--- src/rtl/reg_write_arbiter_pkg.sv ---
// Shared definitions for the register-bank write-port arbiter.
// Arbiter state encoding and default sizing.
package reg_write_arbiter_pkg;

    typedef enum logic {
        IDLE  = 1'b0,
        GRANT = 1'b1
    } state_t;

    localparam int N_DEF        = 4;
    localparam int AW_DEF       = 5;
    localparam int DW_DEF       = 32;
    localparam int MAXBURST_DEF = 4;

endpackage

--- src/rtl/reg_write_arbiter_rr_pick.sv ---
// Round-robin pick: one-hot choice of the first set request at or after ptr, with wrap.
// Purely combinational; vld_o is low when nothing is requesting.
import reg_write_arbiter_pkg::*;

module rr_pick #(
    parameter int N = N_DEF,
    localparam int PW = (N > 1) ? $clog2(N) : 1
) (
    input  logic [N-1:0]  req_i,
    input  logic [PW-1:0] ptr_i,
    output logic [N-1:0]  pick_o,
    output logic          vld_o
);

    localparam logic [N-1:0] ONE = {{(N-1){1'b0}}, 1'b1};

    logic [2*N-1:0] dbl_req;
    logic [2*N-1:0] dbl_pick;
    logic [N-1:0]   rot_req;
    logic [N-1:0]   rot_pick;

    // Rotate so ptr sits at bit 0, isolate the lowest set bit, rotate back.
    always_comb begin
        dbl_req  = {req_i, req_i} >> ptr_i;
        rot_req  = dbl_req[N-1:0];
        rot_pick = rot_req & ((~rot_req) + ONE);
        dbl_pick = {rot_pick, rot_pick} << ptr_i;
        pick_o   = dbl_pick[2*N-1:N];
        vld_o    = |req_i;
    end

endmodule

--- src/rtl/reg_write_arbiter.sv ---
// Round-robin arbiter sharing one register-bank write port among N requesters,
// with a registered one-hot grant held for at most MAXBURST writes.
import reg_write_arbiter_pkg::*;

module reg_write_arbiter #(
    parameter int N        = N_DEF,
    parameter int AW       = AW_DEF,
    parameter int DW       = DW_DEF,
    parameter int MAXBURST = MAXBURST_DEF
) (
    input  logic            clk_i,
    input  logic            rst_i,
    input  logic [N-1:0]    req_i,
    input  logic [N*AW-1:0] wr_addr_i,
    input  logic [N*DW-1:0] wr_data_i,
    output logic [N-1:0]    gnt_o,
    output logic            rf_we_o,
    output logic [AW-1:0]   rf_addr_o,
    output logic [DW-1:0]   rf_data_o,
    output logic            busy_o
);

    localparam int PW = (N > 1) ? $clog2(N) : 1;
    localparam int CW = $clog2(MAXBURST + 1);

    state_t        state_q;
    logic [N-1:0]  gnt_q;
    logic [PW-1:0] ptr_q;
    logic [CW-1:0] cnt_q;
    logic          busy_q;

    logic [PW-1:0] own;
    logic [PW-1:0] ptr_d;
    logic          owner_req;
    logic          wr_fire;
    logic          release_w;
    logic          arb_en;
    logic [N-1:0]  pick;
    logic          pick_vld;

    always_comb begin
        own = '0;
        for (int i = 0; i < N; i++) begin
            if (gnt_q[i]) begin
                own = PW'(i);
            end
        end
    end

    assign owner_req = |(gnt_q & req_i);
    assign wr_fire   = (state_q == GRANT) && owner_req;
    assign release_w = (state_q == GRANT) &&
                       (!owner_req || (cnt_q == CW'(MAXBURST - 1)));
    assign arb_en    = (state_q == IDLE) || release_w;

    // On release the search starts just past the outgoing owner, so the
    // same edge can hand the port over (or back to the owner if it is alone).
    always_comb begin
        ptr_d = ptr_q;
        if (state_q == GRANT) begin
            ptr_d = (own == PW'(N - 1)) ? '0 : own + PW'(1);
        end
    end

    rr_pick #(.N(N)) u_pick (
        .req_i  (req_i),
        .ptr_i  (ptr_d),
        .pick_o (pick),
        .vld_o  (pick_vld)
    );

    always_ff @(posedge clk_i) begin
        if (rst_i) begin
            state_q <= IDLE;
            gnt_q   <= '0;
            ptr_q   <= '0;
            cnt_q   <= '0;
            busy_q  <= 1'b0;
        end else if (arb_en) begin
            ptr_q <= ptr_d;
            cnt_q <= '0;
            if (pick_vld) begin
                state_q <= GRANT;
                gnt_q   <= pick;
                busy_q  <= 1'b1;
            end else begin
                state_q <= IDLE;
                gnt_q   <= '0;
                busy_q  <= 1'b0;
            end
        end else if (wr_fire) begin
            cnt_q <= cnt_q + CW'(1);
        end
    end

    // One-hot grant makes an AND-OR mux; all-zero grant yields zero outputs.
    always_comb begin
        rf_addr_o = '0;
        rf_data_o = '0;
        for (int i = 0; i < N; i++) begin
            if (gnt_q[i]) begin
                rf_addr_o = rf_addr_o | wr_addr_i[i*AW +: AW];
                rf_data_o = rf_data_o | wr_data_i[i*DW +: DW];
            end
        end
    end

    assign rf_we_o = wr_fire && !rst_i;
    assign gnt_o   = gnt_q;
    assign busy_o  = busy_q;

endmodule

--- config.mk ---
export PLATFORM = sky130hd
export DESIGN_NAME = reg_write_arbiter
export DESIGN_NICKNAME = d
export VERILOG_FILES = /design/src/rtl/reg_write_arbiter_pkg.sv /design/src/rtl/reg_write_arbiter_rr_pick.sv /design/src/rtl/reg_write_arbiter.sv
export SDC_FILE = /design/constraint.sdc
export NUM_CORES = 1
export LEC_CHECK = 0
export CAP_MARGIN = 20
export CORE_ASPECT_RATIO = 2
export CORE_MARGIN = 3
export CORE_UTILIZATION = 25
export CTS_CLUSTER_DIAMETER = 60
export DETAILED_ROUTE_END_ITERATION = 12
export MAX_ROUTING_LAYER = met4
export PLACE_DENSITY_LB_ADDON = 0.2
export SKIP_LAST_GASP = 1
export SLEW_MARGIN = 20
export SYNTH_ARGS = -nofsm -noshare
export SYNTH_HDL_FRONTEND = slang
export SYNTH_SLANG_ARGS = --single-unit
--- constraint.sdc ---
create_clock -name clk_i -period 3.54 [get_ports clk_i]
set_input_delay 0.708 -clock clk_i [delete_from_list [all_inputs] [get_ports clk_i]]
set_output_delay 0.708 -clock clk_i [all_outputs]
set_load 0.01 [all_outputs]
* Word level (Yosys, flattened, before mapping) *
Cells that the tools add are included.

word-level totals
  logic and storage cells = 46
  output and inout port bits = 43
  input bits = 154
  flip-flop bits (word level) = 10

operators by class
  reductions and logical operators = 10
  mux-type cells = 15
  bitwise logic cells = 10
  $add $sub $neg = 3
  equal/unequal tests = 2
  shift operators = 2

operators by type and width
  kind                                                  count
  2-to-1 mux 32 bit                                     4
  bitwise OR 32 bit                                     3
  2-to-1 mux 5 bit                                      4
  bitwise OR 5 bit                                      3
  AND 4 bit                                             2
  2-to-1 mux 2 bit                                      4
  OR reduction 4 bit                                    2
  left shift 8 x 2 -> 8 bit                             1
  right shift 8 x 2 -> 4 bit                            1
  adder 4 x 1 -> 4 bit (second input constant)          1
  2-to-1 mux 4 bit                                      1
  NOT 4 bit                                             1
  adder 3 x 1 -> 3 bit (second input constant)          1
  equality test 3 x 2 -> 1 bit (second input constant)  1
  logical AND 1 bit                                     3
  adder 2 x 1 -> 2 bit (second input constant)          1
  equality test 2 bit (second input constant)           1
  zero test 1 bit                                       2
  logical OR 1 bit                                      2
  2-to-1 mux 1 bit                                      2
  OR reduction 2 bit                                    1
  NOT 1 bit                                             1

* Logic depth before layout (Yosys ltp) *
Gate-level depths: netlist (run 1).

  depth after elaboration = 12
  gate-level depth with buffers = 6
  depth with buffers taken out = 5

* Hierarchy *
A second synthesis (run 1) with hierarchy kept.

second synthesis, totals
  cells, all modules = 197
  area total of the unflattened synthesis = 1345.0 um2

by module, submodules not included
  module             sequential area each (um2)  area each (um2)  times used  cells an instance
  reg_write_arbiter  200.2                       1227.4           1           178
  rr_pick            0.0                         117.6            1           19

* Least setup slack after synthesis (run 1) *
Ideal clock, no wire load.

  kind = reg2out
  from = register gnt_q[2], in the netlist gnt_o[2]
  to = output rf_addr_o[0]
  data required time = 2.832 ns
  setup slack = 1.524 ns
  data arrival time = 1.308 ns
  path buffers = 2
  stages on the path, launching flop included = 5
  cells stage by stage = dfxtp_1 clkbuf_1 clkbuf_1 a22oi_1 nand2_1

on the way
  longest elaborated chain between the ends = 3

RTL lines
  item                      RTL line                  text
  start: declaration        reg_write_arbiter.sv:27   logic [N-1:0] gnt_q;
  start signal: assignment  reg_write_arbiter.sv:84   gnt_q <= pick;
  2-to-1 mux 5 bit *        reg_write_arbiter.sv:101  if (gnt_q[i]) begin
  bitwise OR 5 bit          reg_write_arbiter.sv:102  rf_addr_o = rf_addr_o | wr_addr_i[i*AW +: AW];
  2-to-1 mux 5 bit *        reg_write_arbiter.sv:101
  end: declaration          reg_write_arbiter.sv:18   output logic [AW-1:0] rf_addr_o,

Mark *: on every way between the ends. The rest lies on a longest branch, timed or not.

* Worst setup path in the final report (run 1) *
  from = input req_i[1]
  to = output rf_we_o

on the way
  longest elaborated chain between the ends = 4

RTL lines
  item                RTL line                  text
  start: declaration  reg_write_arbiter.sv:13   input logic [N-1:0] req_i,
  AND 4 bit           reg_write_arbiter.sv:50   assign owner_req = |(gnt_q & req_i);
  OR reduction 4 bit  reg_write_arbiter.sv:50
  logical AND 1 bit   reg_write_arbiter.sv:51   assign wr_fire = (state_q == GRANT) && owner_req;
  logical AND 1 bit   reg_write_arbiter.sv:108  assign rf_we_o = wr_fire && !rst_i;
  end: declaration    reg_write_arbiter.sv:17   output logic rf_we_o,

Every way passes these cells.

==> out/summary.txt, run 1 <==
===============================================================================================
Headroom to the max-slew limit                                                           52.39%
Core Area                                                                              5000 um2
Fmax                                                                                  325.7 MHz
Dominant register cell in the synthesized netlist                                       dfxtp_1
Per-cell via count in the routed design                                                   5.393
GR Overflow Total                                                                             0
Vias in the first global route                                                            2,255
Wire length per cell after detailed routing                                            19.58 um
Unrepaired setup endpoints after global routing                                              no
Startpoint of the most critical setup path                                             req_i[1]
CTS sink count                                                                               10
Post-CTS Resized                                                                              0
Kind of cell with the highest combined delay on the critical path                  buffers and inverters
Dominant cells by area after synthesis                                             a22oi_1, dfxtp_1, nand2_1
Utilization after layout                                                                 67.64%
Run status                                                                         complete, no violations
Global-route wire length before repair                                                12,780 um
Initial core utilization                                                                 26.40%
Post-synth design cell area                                                            1320 um2
Cell type with the largest total area after synthesis                                   a22oi_1
Reg-to-reg startpoint                                                              gnt_o[2]$_SDFFE_PP0P_
List of most frequent post-synthesis cells                                         a22oi_1, nand2_1, clkbuf_1
Count of final max-slew check failures                                                        0
Final setup TNS                                                                            0 ps
Synthesis-stage register bit count                                                           10
Synthesized net count                                                                       343
HPWL after detailed placement                                                           6866 um
Maximum clock path buffer count                                                               2
Number of cells on the critical path                                                          5
Maximum capacitance violations                                                                0
Capturing element type of the critical path                                         output port
PnR Total Power                                                                        752.4 uW
Library cell used as clock root buffer                                                 clkbuf_8
Initial antenna violation count                                                               0
Die width                                                                              57.38 um
Clock period minus final worst setup slack                                              3070 ps
Syn Area/Cell                                                                         7.059 um2
Measured slew at the worst slew-check pin                                              707.6 ps
HP Class                                                                           flop to flop
Synth cell types                                                                             32
IO buf count                                                                                196
R2R cell count                                                                                6
Kind of start point of the critical path                                              input pin
Most Frequent Cell on Critical Path                                                clkdlybuf4s50_1
Total clock buffers created by CTS                                                            3
Setup slack after layout                                                               469.8 ps
Global placer's final weighted congestion                                                0.8506
Max stage delay on crit path                                                             570 ps
Largest fanout on the critical path                                                           6
Post-CTS setup-driven buffer insertion count                                                  0
Vertical die dimension                                                                 108.8 um
Final Hold Viols                                                                              0
Pin count of the biggest net entering global routing                                         37
Vias                                                                                      2,335
Post-synthesis cell count                                                                   187
Static Leak                                                                            1.319 nW
Remaining DRCs                                                                                0
Number of rows created at floorplan                                                          36
Area share of the largest cell type after synthesis                                      42.65%
CP Buf/Inv Count                                                                              2
Clock input transition at the sequential cells of the worst setup and hold paths          40 ps
Ys async rst share                                                                           0%
Number of antenna diodes                                                                      0
Global router's overall resource usage                                                   26.96%
Proportion of layout cells with a drive suffix above 1                                   3.723%
Clk Latency, worst-skew pair                                                             240 ps
Pwr/cell area                                                                      222.5 nW/um2
Number of filler instances in the final layout                                              437
Warnings from Yosys                                                                           0
First-pass DRT Iterations                                                                     4
Critical path required time                                                             2830 ps
Hold buffer count at cts                                                                      0
Min-Delay Startpoint                                                               cnt_q[0]$_SDFFE_PP0P_
Critical Path AT                                                                        2360 ps
Crit path cell chain                                                               clkdlybuf4s50_1 > a22o_1 > a221oi_4 > nor3b_1 > clkdlybuf4s50_1
Number of enable-type register cells in the synthesized netlist                               0
Tcrit/Tclk final                                                                         86.73%
Critical path class                                                                input pin to output port
Worst supply voltage drop on vdd                                                    0.0002278 V
Share of synthesized area occupied by flip-flops and latches                             15.17%
Final setup vio count                                                                         0
Overall die area                                                                       6241 um2
Routed wire length                                                                      8480 um
I/O pin total                                                                               197
Relative area change from synthesis to final layout                                      156.2%
Cells on Worst Hold Path                                                                      1
Crit-path slowest cell                                                             clkdlybuf4s50_1
Antenna Violating Nets Remaining                                                              0
Number of nets in the layout                                                                534
Number of DRC markers after the initial detailed-route iteration                            187
Skew final                                                                             2.476 ps
CTS H-Tree Depth                                                                              1
CTS tree                                                                                  built
Minimum setup slack after placement                                                    503.6 ps
Most instantiated library cell after synthesis                                          a22oi_1
===============================================================================================
final cells by class:
| type | count | area (um2) | share of cell area [%] |
|---|---|---|---|
| sequential | 10 | 200.2 | 5.919 |
| multi-input combinational | 158 | 1047 | 30.97 |
| clock buffer | 3 | 41.29 | 1.221 |
| timing repair buffer | 203 | 2014 | 59.56 |
| inverter | 2 | 7.507 | 0.2220 |
| tap | 57 | 71.32 | 2.109 |
routing by layer:
layer / global-route usage, % / up-vias / routed length [um]
li1: - / 1122 / -
met1: 30.20 / 1072 / 3043
met2: 47.90 / 126 / 4587
met3: 5.213 / 15 / 689
met4: 6.965 / 0 / 160
met5: - / - / 0
flip-flops by register name, indices dropped and copies added (netlist names):
| name | flops |
|---|---|
| gnt_o | 4 |
| cnt_q | 3 |
| ptr_q | 2 |
| busy_o | 1 |
placed cells by master (no fill, tap or decap), types with 2 or more instances in the layout:
| cell | instances |
|---|---|
| ha_1 | 2 |
| a21oi_1 | 2 |
| nand2b_1 | 4 |
| dfxtp_1 | 10 |
| a22o_1 | 2 |
| clkbuf_8 | 3 |
| inv_1 | 2 |
| nand2_1 | 41 |
| nor4_1 | 2 |
| nor2b_1 | 5 |
| a22oi_1 | 75 |
| nor2_1 | 5 |
| buf_4 | 7 |
| clkdlybuf4s50_1 | 196 |
| a32o_1 | 3 |
per-stage QoR:
step                instances  hold slack (ps)  area [um2]
floorplan                 187            398.4        1320
global placement          430            407.1        3341
detailed placement        430            414.9        3341
CTS                       433            424.9        3382
global route              433            442.1        3382
finish                    433            425.5        3382
power breakdown:
group	switching [mW]	total [mW]	internal (mW)	leakage (nW)
clock	0.0438	0.118	0.0744	0.0216
combinational	0.182	0.500	0.318	1.22
sequential	0.0142	0.134	0.120	0.0818
total	0.240	0.752	0.512	1.32
kinds of logic (layout without fill, tap and decap cells):
logic type,count (synthesis),count (layout),synth area share [%]
AOI/OAI and AO/OA,92,92,54.03
buffers and inverters,19,208,5.498
and+or+nand+nor,63,63,22.65
DFF,10,10,15.17
adders and majority gates,2,2,1.895
muxes,1,1,0.7583
path summary, 6_finish.rpt:
check / to / slack [ps]
worst min register to register: cnt_q[0]$_SDFFE_PP0P_ / 430
worst min-delay path: cnt_q[0]$_SDFFE_PP0P_ / 430
worst max-delay path: rf_we_o / 470
worst max register to register: gnt_o[2]$_SDFFE_PP0P_ / 1250
(Power assumes the default switching activity.)
==> run 2: changes to the inputs <==
--- a/config.mk
+++ b/config.mk
@@ -8,7 +8,8 @@
 export CAP_MARGIN = 20
 export CORE_ASPECT_RATIO = 2
 export CORE_MARGIN = 3
-export CORE_UTILIZATION = 25
+export CORE_UTILIZATION = 26
+export CTS_BUF_LIST = sky130_fd_sc_hd__clkbuf_4 sky130_fd_sc_hd__clkbuf_8
 export CTS_CLUSTER_DIAMETER = 60
 export DETAILED_ROUTE_END_ITERATION = 12
 export MAX_ROUTING_LAYER = met4
==> out/summary.txt, run 2 (synthesis results as in run 1) <==
===============================================================================================
CTS sink count                                                                               10   unchanged
GR Overflow Total                                                                             0   unchanged
Relative area change from synthesis to final layout                                      157.3%
Min-Delay Startpoint                                                               cnt_q[0]$_SDFFE_PP0P_
Final setup TNS                                                                            0 ps   unchanged
Wire length per cell after detailed routing                                            19.09 um   -2.5%
Critical Path AT                                                                        2320 ps   -40 ps
Clock period minus final worst setup slack                                              3031 ps   -39.28 ps
Routed wire length                                                                      8286 um   -2.3%
Largest fanout on the critical path                                                           6   unchanged
Maximum clock path buffer count                                                               2   unchanged
Critical path class                                                                input pin to output port
CP Buf/Inv Count                                                                              2   unchanged
Core Area                                                                              4910 um2   -1.8%
Utilization after layout                                                                 69.16%   +1.5 points
Overall die area                                                                       6020 um2   -3.5%
I/O pin total                                                                               197   unchanged
Most common cell after layout, fill and taps aside                                 clkdlybuf4s50_1
Number of nets in the layout                                                                534   unchanged
Number of antenna diodes                                                                      0   unchanged
IO buf count                                                                                196   unchanged
Cells on Worst Hold Path                                                                      1   unchanged
Endpoint of the lowest-slack register-to-register path                             gnt_o[2]$_SDFFE_PP0P_
Initial core utilization                                                                 26.89%   +0.48 points
Clk Latency, worst-skew pair                                                             230 ps   about the same
First-pass DRT Iterations                                                                     4   unchanged
Global router's overall resource usage                                                   26.86%   -0.10 points
HPWL after detailed placement                                                           6776 um   -1.3%
Pwr/cell area                                                                      227.6 nW/um2   +2.3%
Per-cell via count in the routed design                                                   5.378   -0.27%
Leading cell types in the layout, fill and taps excluded                           clkdlybuf4s50_1, a22oi_1, nand2_1
Reg-to-reg startpoint                                                              gnt_o[2]$_SDFFE_PP0P_
Vias in the first global route                                                            2,227   -1.2%
Crit-path slowest cell                                                             clkdlybuf4s50_1
Maximum capacitance violations                                                                0   unchanged
Global routing met3 resource utilization                                                 5.783%   +0.57 points
Pin count of the biggest net entering global routing                                         40   +8.1%
Most Frequent Cell on Critical Path                                                clkdlybuf4s50_1
Fmax                                                                                  329.9 MHz   +1.3%
Headroom to the max-slew limit                                                           54.19%   +1.8 points
R2R cell count                                                                                6   unchanged
HP Class                                                                           flop to flop
Most used routing layer in global routing                                                  met2
Number of rows created at floorplan                                                          36   unchanged
Post-CTS Resized                                                                              0   unchanged
Vertical die dimension                                                                 106.8 um   -1.8%
Remaining DRCs                                                                                0   unchanged
Max stage delay on crit path                                                             500 ps   -70 ps
Hold-critical path endpoint                                                        cnt_q[0]$_SDFFE_PP0P_
Global-route wire length before repair                                                12,380 um   -3.1%
Static Leak                                                                            1.326 nW   +0.55%
Total clock buffers created by CTS                                                            3   unchanged
Hold buffer count at cts                                                                      0   unchanged
Library cell used as clock root buffer                                                 clkbuf_8
Critical path required time                                                             2830 ps   about the same
CTS H-Tree Depth                                                                              1   unchanged
Final setup vio count                                                                         0   unchanged
Tcrit/Tclk final                                                                         85.62%   -1.1 points
Crit path cell chain                                                               clkdlybuf4s50_1 > a22o_1 > a221oi_4 > nor3b_1 > clkdlybuf4s50_1
Slack of the worst reg-to-reg path                                                      1290 ps   +40 ps
Initial antenna violation count                                                               0   unchanged
Global placer's final weighted congestion                                                0.8299   -2.4%
Measured slew at the worst slew-check pin                                              686.2 ps   -21.47 ps
Skew final                                                                             4.313 ps   +1.837 ps
Number of DRC markers after the initial detailed-route iteration                            182   -2.7%
Worst supply voltage drop on vdd                                                    0.0002410 V   +5.8%
Worst-case hold slack                                                                  422.1 ps   -3.379 ps
Kind of start point of the critical path                                              input pin
Met1 GRT Util                                                                            27.94%   -2.3 points
Met2 capacity usage during global routing                                                50.25%   +2.4 points
Count of final max-slew check failures                                                        0   unchanged
Antenna Violating Nets Remaining                                                              0   unchanged
Kind of cell with the highest combined delay on the critical path                  buffers and inverters
Final Hold Viols                                                                              0   unchanged
Die width                                                                              56.39 um   -1.7%
Vias                                                                                      2,334   -0.043%
Unrepaired setup endpoints after global routing                                              no
Run status                                                                         complete, no violations
Clock input transition at the sequential cells of the worst setup and hold paths          40 ps   about the same
Post-CTS setup-driven buffer insertion count                                                  0   unchanged
Number of cells on the critical path                                                          5   unchanged
Proportion of layout cells with a drive suffix above 1                                   3.979%   +0.26 points
Capturing element type of the critical path                                         output port
CTS tree                                                                                  built
Flip-flop count of the largest register after layout                                          4   unchanged
===============================================================================================
-- run 2: cell types whose count changed in the layout (fill, tap and decap cells not counted), sizes merged --
cell    previous run  this run
clkbuf             3         4
-- run 2: worst max-delay path by stage --
stage                                      from           end  slack [ps]
after global placement                 req_i[1]       rf_we_o         520
after detailed placement               req_i[0]       rf_we_o         520
final                                  req_i[0]       rf_we_o         510
after global routing                   req_i[0]       rf_we_o         430
after floorplan           gnt_o[2]$_SDFFE_PP0P_  rf_addr_o[0]        1520
after CTS                              req_i[0]       rf_we_o         510
-- run 2: layout make-up --
cell class              instances  area, um2
well taps                      57      71.32
multi-input cells             158       1047
clock buffers                   4      55.05
flip-flops and latches         10      200.2
repair buffers                203       2014
fillers                       434       1514
inverters                       2      7.507
-- run 2: worst register-to-register path, delay by kind of cell, from the launching register on --
family                 cells  cell delay (ps)
AND/OR/NAND/NOR            1              100
buffers and inverters      1              330
AO/OA/AOI/OAI              4             1010
flip-flops                 1              700
-- run 2: per-layer routing --
layer	share of wire, %	wire [um]
met1	36	2974
met5	0	0
met4	2.2	184
met3	6.9	574
met2	55	4553
-- run 2: where the power goes --
part           internal (mW)  switching [mW]
sequential             0.120          0.0173
clock                 0.0975          0.0416
combinational          0.318           0.179
total                  0.535           0.238
-- run 2: metrics by stage --
step	instance area (um2)	setup slack (ps)	cells	power (mW)
2_1_floorplan	1320	1524	187	0.2966
3_3_place_gp	3341	519.3	430	0.6299
3_5_place_dp	3341	518.5	430	0.6356
4_1_cts	3396	505.2	434	0.7776
5_1_grt	3396	431.7	434	0.8174
6_report	3396	509.1	434	0.7727
